**config.mk**
```make
export PLATFORM = sky130hd
export DESIGN_NAME = multi_mode_ff_bank_flat
export DESIGN_NICKNAME = d
export VERILOG_FILES = /design/src/rtl/ff_bank_pkg.sv /design/src/rtl/multi_mode_ff_bank_if.sv /design/src/rtl/ff_bit_next.sv /design/src/rtl/multi_mode_ff_bank.sv /design/src/flat_wrapper.sv
export SDC_FILE = /design/constraint.sdc
export NUM_CORES = 1
export LEC_CHECK = 0
export CORE_MARGIN = 4
export CORE_UTILIZATION = 47
export CTS_CLUSTER_DIAMETER = 80
export DETAILED_ROUTE_END_ITERATION = 7
export PLACE_DENSITY = 0.82
export REMOVE_ABC_BUFFERS = 1
export SLEW_MARGIN = 10
export SYNTH_ARGS = -nofsm -noshare
export SYNTH_HDL_FRONTEND = slang
export SYNTH_SLANG_ARGS = --single-unit
```
**constraint.sdc**
```tcl
create_clock -name clk -period 1.8 [get_ports clk]
set_input_delay 0.27 -clock clk [delete_from_list [all_inputs] [get_ports clk]]
set_output_delay 0.27 -clock clk [all_outputs]
set_load 0.1 [all_outputs]
```
**src/rtl/ff_bank_pkg.sv**
```systemverilog
// Shared mode encodings for the multi-mode flip-flop bank.
package ff_bank_pkg;

  typedef enum logic [1:0] {
    MODE_SR = 2'b00,
    MODE_JK = 2'b01,
    MODE_D  = 2'b10,
    MODE_T  = 2'b11
  } ff_mode_e;

endpackage

```
**src/rtl/multi_mode_ff_bank_if.sv**
```systemverilog
// Control/data bundle between a driver and the flip-flop bank.
interface multi_mode_ff_bank_if #(
  parameter int WIDTH = 8,
  parameter int CNT_W = 4
);
  logic             en;
  logic [1:0]       mode;
  logic [WIDTH-1:0] a;
  logic [WIDTH-1:0] b;
  logic             load;
  logic [WIDTH-1:0] load_val;
  logic             err_clr;
  logic [WIDTH-1:0] q;
  logic [WIDTH-1:0] qb;
  logic [WIDTH-1:0] illegal;
  logic [CNT_W-1:0] err_cnt;

  modport master (
    output en, mode, a, b, load, load_val, err_clr,
    input  q, qb, illegal, err_cnt
  );

  modport slave (
    input  en, mode, a, b, load, load_val, err_clr,
    output q, qb, illegal, err_cnt
  );
endinterface

```
**src/rtl/ff_bit_next.sv**
```systemverilog
// Next-state logic for one flip-flop bit in SR/JK/D/T mode, plus S=R=1 detect.
module ff_bit_next
  import ff_bank_pkg::*;
(
  input  logic     q,
  input  logic     a,
  input  logic     b,
  input  ff_mode_e mode,
  output logic     q_next,
  output logic     illegal_det
);

  always_comb begin
    q_next      = q;
    illegal_det = 1'b0;
    case (mode)
      MODE_SR: begin
        case ({a, b})
          2'b10:   q_next = 1'b1;
          2'b01:   q_next = 1'b0;
          2'b11:   illegal_det = 1'b1;
          default: q_next = q;
        endcase
      end
      MODE_JK: begin
        case ({a, b})
          2'b10:   q_next = 1'b1;
          2'b01:   q_next = 1'b0;
          2'b11:   q_next = ~q;
          default: q_next = q;
        endcase
      end
      MODE_D:  q_next = a;
      MODE_T:  q_next = a ? ~q : q;
      default: q_next = q;
    endcase
  end

endmodule

```
**src/rtl/multi_mode_ff_bank.sv**
```systemverilog
// WIDTH-bit flip-flop bank with runtime SR/JK/D/T mode, parallel load,
// sticky illegal-SR flags and a saturating illegal-event counter.
module multi_mode_ff_bank
  import ff_bank_pkg::*;
#(
  parameter int WIDTH    = 8,
  parameter bit NEG_EDGE = 1'b1,
  parameter int CNT_W    = 4
) (
  input  logic clk,
  input  logic reset,
  multi_mode_ff_bank_if.slave bus
);

  localparam logic [CNT_W-1:0] CNT_MAX = '1;

  logic [WIDTH-1:0] q_r;
  logic [WIDTH-1:0] ill_r;
  logic [CNT_W-1:0] cnt_r;

  logic [WIDTH-1:0] bit_nxt;
  logic [WIDTH-1:0] bit_det;
  logic [WIDTH-1:0] det_eff;
  logic [WIDTH-1:0] q_nxt;
  logic [WIDTH-1:0] ill_base;
  logic [WIDTH-1:0] ill_nxt;
  logic [CNT_W-1:0] cnt_base;
  logic [CNT_W-1:0] cnt_nxt;

  for (genvar i = 0; i < WIDTH; i++) begin : g_bit
    ff_bit_next u_bit (
      .q           (q_r[i]),
      .a           (bus.a[i]),
      .b           (bus.b[i]),
      .mode        (ff_mode_e'(bus.mode)),
      .q_next      (bit_nxt[i]),
      .illegal_det (bit_det[i])
    );
  end

  // Detections only count on a plain enabled update; a load masks them.
  always_comb begin
    q_nxt   = q_r;
    det_eff = '0;
    if (bus.load) begin
      q_nxt = bus.load_val;
    end else if (bus.en) begin
      q_nxt   = bit_nxt;
      det_eff = bit_det;
    end
  end

  // Clear happens before this edge's detections are folded in.
  always_comb begin
    ill_base = bus.err_clr ? '0 : ill_r;
    cnt_base = bus.err_clr ? '0 : cnt_r;
    ill_nxt  = ill_base | det_eff;
    cnt_nxt  = cnt_base;
    if ((|det_eff) && (cnt_base != CNT_MAX)) begin
      cnt_nxt = cnt_base + CNT_W'(1);
    end
  end

  if (NEG_EDGE) begin : g_neg
    always_ff @(negedge clk or posedge reset) begin
      if (reset) begin
        q_r   <= '0;
        ill_r <= '0;
        cnt_r <= '0;
      end else begin
        q_r   <= q_nxt;
        ill_r <= ill_nxt;
        cnt_r <= cnt_nxt;
      end
    end
  end else begin : g_pos
    always_ff @(posedge clk or posedge reset) begin
      if (reset) begin
        q_r   <= '0;
        ill_r <= '0;
        cnt_r <= '0;
      end else begin
        q_r   <= q_nxt;
        ill_r <= ill_nxt;
        cnt_r <= cnt_nxt;
      end
    end
  end

  assign bus.q       = q_r;
  assign bus.qb      = ~q_r;
  assign bus.illegal = ill_r;
  assign bus.err_cnt = cnt_r;

endmodule

```
**src/flat_wrapper.sv**
```systemverilog
// flat-port wrapper written by rule: the top's interface ports become plain ports
module multi_mode_ff_bank_flat import ff_bank_pkg::*;
#(
  parameter int WIDTH    = 8,
  parameter bit NEG_EDGE = 1'b1,
  parameter int CNT_W    = 4
)
  (clk, reset, bus_en, bus_mode, bus_a, bus_b, bus_load, bus_load_val, bus_err_clr, bus_q, bus_qb, bus_illegal, bus_err_cnt);
  multi_mode_ff_bank_if #(.WIDTH(WIDTH), .CNT_W(CNT_W)) bus_i ();
  input  logic clk;
  input  logic reset;
  input wire logic [$bits(bus_i.en)-1:0] bus_en;
  input wire logic [$bits(bus_i.mode)-1:0] bus_mode;
  input wire logic [$bits(bus_i.a)-1:0] bus_a;
  input wire logic [$bits(bus_i.b)-1:0] bus_b;
  input wire logic [$bits(bus_i.load)-1:0] bus_load;
  input wire logic [$bits(bus_i.load_val)-1:0] bus_load_val;
  input wire logic [$bits(bus_i.err_clr)-1:0] bus_err_clr;
  output wire logic [$bits(bus_i.q)-1:0] bus_q;
  output wire logic [$bits(bus_i.qb)-1:0] bus_qb;
  output wire logic [$bits(bus_i.illegal)-1:0] bus_illegal;
  output wire logic [$bits(bus_i.err_cnt)-1:0] bus_err_cnt;
  assign bus_i.en = bus_en;
  assign bus_i.mode = bus_mode;
  assign bus_i.a = bus_a;
  assign bus_i.b = bus_b;
  assign bus_i.load = bus_load;
  assign bus_i.load_val = bus_load_val;
  assign bus_i.err_clr = bus_err_clr;
  assign bus_q = bus_i.q;
  assign bus_qb = bus_i.qb;
  assign bus_illegal = bus_i.illegal;
  assign bus_err_cnt = bus_i.err_cnt;
  multi_mode_ff_bank #(.WIDTH(WIDTH), .NEG_EDGE(NEG_EDGE), .CNT_W(CNT_W)) u_core (.clk(clk), .reset(reset), .bus(bus_i));
endmodule
```
==> flow_metrics.py, run 1 <==
metrics = {
    "logic_synthesis": {
        "ys_seq_elements": 20,
        "synth_area_leaders": "dfrtn_1 (26%), ha_1 (16%), inv_1 (6.9%), nand2_1 (4.1%), or4_1 (3.6%)",
        "yosysUniqueCellTypes": 42,
        "synth_most_common_cell": "inv_1",
        "ys.flop_type": "dfrtn_1",
        "ys_seq_area_frac": 0.263,
        "synth_area_leader_cell": "dfrtn_1",
        "synth_common_cells": "inv_1 (35), ha_1 (25), nand2_1 (21)",
        "synth_area_sq_mm": 0.00190,
        "avgSynthCellArea_sq_um": 8.84,
        "async_flop_share": 1.00,
        "synthCells": 215,
        "synth_edf_count": 0,
        "synth_top_cell_area_share": 0.263,
        "yosysWarningCount": 0,
    },
    "run_status": {
        "tool.error": "[ERROR DPL-0038] Utilization greater than 100%, impossible to legalize",
        "stop_stage": "4_1_cts",
        "outcome": "did not finish",
    },
    "floorplanning": {
        "die_h_um": 71.6,
        "start_util": 0.504,
        "io_pins": 59,
        "die-width_um": 71.6,
        "rows": 22,
    },
    "place": {
        "dp_cells": 359,
        "gp_congestion": 0.867,
        "io_buffers": 58,
        "dpl_cell_area_sq_mm": 0.00315,
        "dpl.hpwl_um": 4700,
    },
    "clock_network": {
        "root_buffer": "clkbuf_8",
        "numCtsBuffers": 3,
        "ctsHoldBuffers": 0,
        "clock-sinks": 20,
        "cts_resized": 210,
        "cts_buffer_depth": 2,
        "post_cts_buffers": 24,
        "cts_max_level": 1,
    },
}
-- stage by stage --
stage	utilization	worst slack, ps
3_5_place_dp	0.836	-1430
2_1_floorplan	-	-1040
3_3_place_gp	0.836	-1400
-- kinds of logic after synthesis --
logic type               share of synthesized area
flip-flops                                   0.263
XOR/XNOR                                   0.00922
buffers and inverters                        0.130
adder cells (fa/ha/maj)                      0.165
multiplexers                                0.0402
AO/OA/AOI/OAI                                0.175
AND/OR/NAND/NOR                              0.218
==> run 2: changes to the inputs <==
- CORE_UTILIZATION: 47 -> 40
- CTS_CLUSTER_DIAMETER: 80 -> not set
- PLACE_DENSITY: 0.82 -> not set
- PLACE_DENSITY_LB_ADDON: not set -> 0.15
==> run 2 against run 1 <==
Compared with the run above: the flow now finishes, with violations (negative setup slack); area after synthesis did not move; synthesized cell count unchanged.
==> flow_metrics.py, run 2 <==
metrics = {
    "power": {
        "ir_worst_vdd_uv": 426,
        "switchingPower_mw": 1.01,
        "clockPowerShare": 0.144,
        "power_frac_seq": 0.232,
        "p_leak_nw": 1.98,
        "p_per_area_mw_per_mm2": 537,
        "sw_frac_of_total": 0.444,
        "combPwrFrac": 0.624,
        "intPower_mw": 1.26,
    },
    "global_route": {
        "antenna_found_initial": 0,
        "track_usage": 0.326,
        "grt_pass1_vias": 2638,
        "gr-total-overflow": 0,
        "grt_start_max_net_pins": 21,
        "grt_pass1_wl_um": 15000,
    },
    "drt": {
        "wl_per_cell_um": 28.9,
        "vias": 2641,
        "drtIter0Drc": 353,
        "ant_nets": 0,
        "dr.pass1.iters": 5,
        "drc": 0,
        "wl_um": 11700,
        "vias_per_cell": 6.54,
    },
    "cells_and_area": {
        "multi_input_area_sq_mm": 0.00160,
        "final_layout_size_suffix_gt1_frac": 0.634,
        "seqCellArea_sq_um": 500,
        "fillers": 113,
        "antenna_cells": 0,
        "layout_commonest_cell": "buf_4",
        "fin_area_sq_mm": 0.00422,
        "layout_common_cells": "buf_4 (64), buf_12 (33), buf_6 (28)",
        "area_growth_pct": 122,
        "final_util": 0.944,
        "layout.nets": 410,
    },
    "logic_synthesis": {
        "ys.flop_type": "dfrtn_1",
        "synthCells": 215,
        "async_flop_share": 1.00,
        "ys_seq_elements": 20,
        "synth_common_cells": "inv_1 (35), ha_1 (25), nand2_1 (21)",
        "synth_top_cell_area_share": 0.263,
        "ys_seq_area_frac": 0.263,
        "synth_area_leaders": "dfrtn_1 (26%), ha_1 (16%), inv_1 (6.9%), nand2_1 (4.1%), or4_1 (3.6%)",
        "synth_most_common_cell": "inv_1",
        "yosysUniqueCellTypes": 42,
        "avgSynthCellArea_sq_um": 8.84,
        "synth_area_sq_mm": 0.00190,
        "synth_edf_count": 0,
        "yosysWarningCount": 0,
        "synth_area_leader_cell": "dfrtn_1",
    },
    "place": {
        "dp_slack_ps": -1440,
        "gp_congestion": 0.804,
        "dpl_cell_area_sq_mm": 0.00321,
        "dpl.hpwl_um": 4160,
        "io_buffers": 58,
    },
    "clock_network": {
        "ctsHoldBuffers": 0,
        "numCtsBuffers": 3,
        "clk_latency_ps": 280,
        "cts_buffer_depth": 2,
        "tritoncts": "yes",
        "cts_max_level": 1,
        "clock-sinks": 20,
        "root_buffer": "clkbuf_8",
        "cts.clk_slew.worst_paths_ps": 60,
    },
    "timing": {
        "skew_ps": 1.63,
        "rsz0062_at_grt": "true",
        "final_max_slew_viol_count": 0,
        "hold_viol": 0,
        "setup_viol": 48,
        "hold_slack_ps": 556,
        "slew_headroom": 0.730,
        "setup_ws_ps": -779,
        "worstMarginPinSlew_ps": 405,
    },
    "run_status": {
        "violations": "negative setup slack",
        "outcome": "complete, but fails checks",
    },
    "critical_path": {
        "end_kind": "flop",
        "path_cells": "buf_8, buf_6, inv_1, ha_1, or4_4, o2111ai_2, mux2i_1, o21ai_1",
        "r2r_setup_slack_ps": -210,
        "critPathKind": "input pin to flop",
        "reg2reg_depth": 7,
        "required_ps": 1000,
        "crit_arrival_ps": 1780,
        "startpoint_type": "input pin",
        "critPathMaxStageDelay_ps": 440,
        "slowest_stage": "or4_4",
        "worstPathMaxFanout": 3,
        "reg2reg_to": "u_core.bus.err_cnt[3]",
        "timing.rr.start": "u_core.bus.err_cnt[0]",
    },
    "floorplanning": {
        "die_h_um": 76.9,
        "die-width_um": 76.9,
        "dieArea_sq_mm": 0.00592,
        "io_pins": 59,
        "start_util": 0.425,
        "rows": 24,
        "coreArea_sq_mm": 0.00447,
    },
    "hold_path": {
        "hold_class": "flop to flop",
        "min_to": "u_core.bus.illegal[2]",
        "worstHoldPathCells": 2,
        "min_from": "u_core.bus.illegal[2]",
    },
    "run": {
        "maxCapViolations": 0,
    },
}
run 2: cell counts after synthesis:
Identical to the previous run, type by type.
run 2: how the worst max path moves through the flow:
stage,startpoint,endpoint,cells past startpoint
CTS,bus_a[3],u_core.bus.err_cnt[3],6
global route,bus_a[1],u_core.bus.q[1],8
floorplan,u_core.bus.q[4],bus_qb[4],1
finish,bus_a[1],u_core.bus.q[1],8
detailed placement,bus_b[0],u_core.bus.err_cnt[3],6
global placement,bus_b[0],u_core.bus.err_cnt[3],6
run 2: power by group through the flow:
stage               registers [mW]  clock network, mW  logic (mW)
finish                       0.526              0.328        1.42
CTS                          0.518              0.316        1.25
global route                 0.528              0.338        1.45
detailed placement           0.525                  0        1.04
global placement             0.524                  0        1.03
floorplan                    0.709                  0       0.330
run 2: layer usage:
metal	routed length, um	vias up	global-route usage
met2	5420	271	0.569
li1	-	1036	-
met5	0	-	0
met3	1160	81	0.0679
met4	839	0	0.116
met1	4240	1253	0.392
run 2: worst max-delay path: cells and delay by family:
| family | cells | cell delay [ps] |
|---|---|---|
| AND/OR/NAND/NOR | 1 | 440 |
| adder cells (fa/ha/maj) | 1 | 200 |
| AO/OA/AOI/OAI | 2 | 280 |
| buffers and inverters | 3 | 250 |
| multiplexers | 1 | 330 |
run 2: timing repair:
| item | CTS | global route |
|---|---|---|
| pin swaps | 50 | 24 |
| gates resized for setup | 208 | 42 |
| endpoints found under the setup margin | 48 | 48 |
| gates cloned | 4 | 0 |
| setup buffers | 27 | 7 |
run 2: final cells by class:
cell class,instances,share of cell area
Sequential cell,20,0.118
Multi-Input combinational cell,140,0.378
Clock buffer,3,0.00977
Timing Repair Buffer,154,0.445
Tap cell,52,0.0154
Inverter,35,0.0335
run 2: metrics by stage:
| step | power, mW | instances | setup TNS (ps) |
|---|---|---|---|
| 2_1_floorplan | 1.04 | 195 | -23170 |
| 6_report | 2.27 | 404 | -18400 |
| 5_1_grt | 2.32 | 404 | -19120 |
| 4_1_cts | 2.08 | 399 | -15700 |
| 3_3_place_gp | 1.55 | 367 | -21630 |
| 3_5_place_dp | 1.57 | 367 | -22090 |
run 2: cells by family (layout without fill, tap and decap cells):
kind of cell	after synthesis	in the layout	share of synthesized area
and+or+nand+nor	62	62	0.218
buffers and inverters	55	192	0.130
AOI/OAI and AO/OA	44	44	0.175
adders and majority gates	25	25	0.165
DFF	20	20	0.263
muxes	7	7	0.0402
xor gates and xnor gates	2	2	0.00922
(Power assumes the default switching activity.)
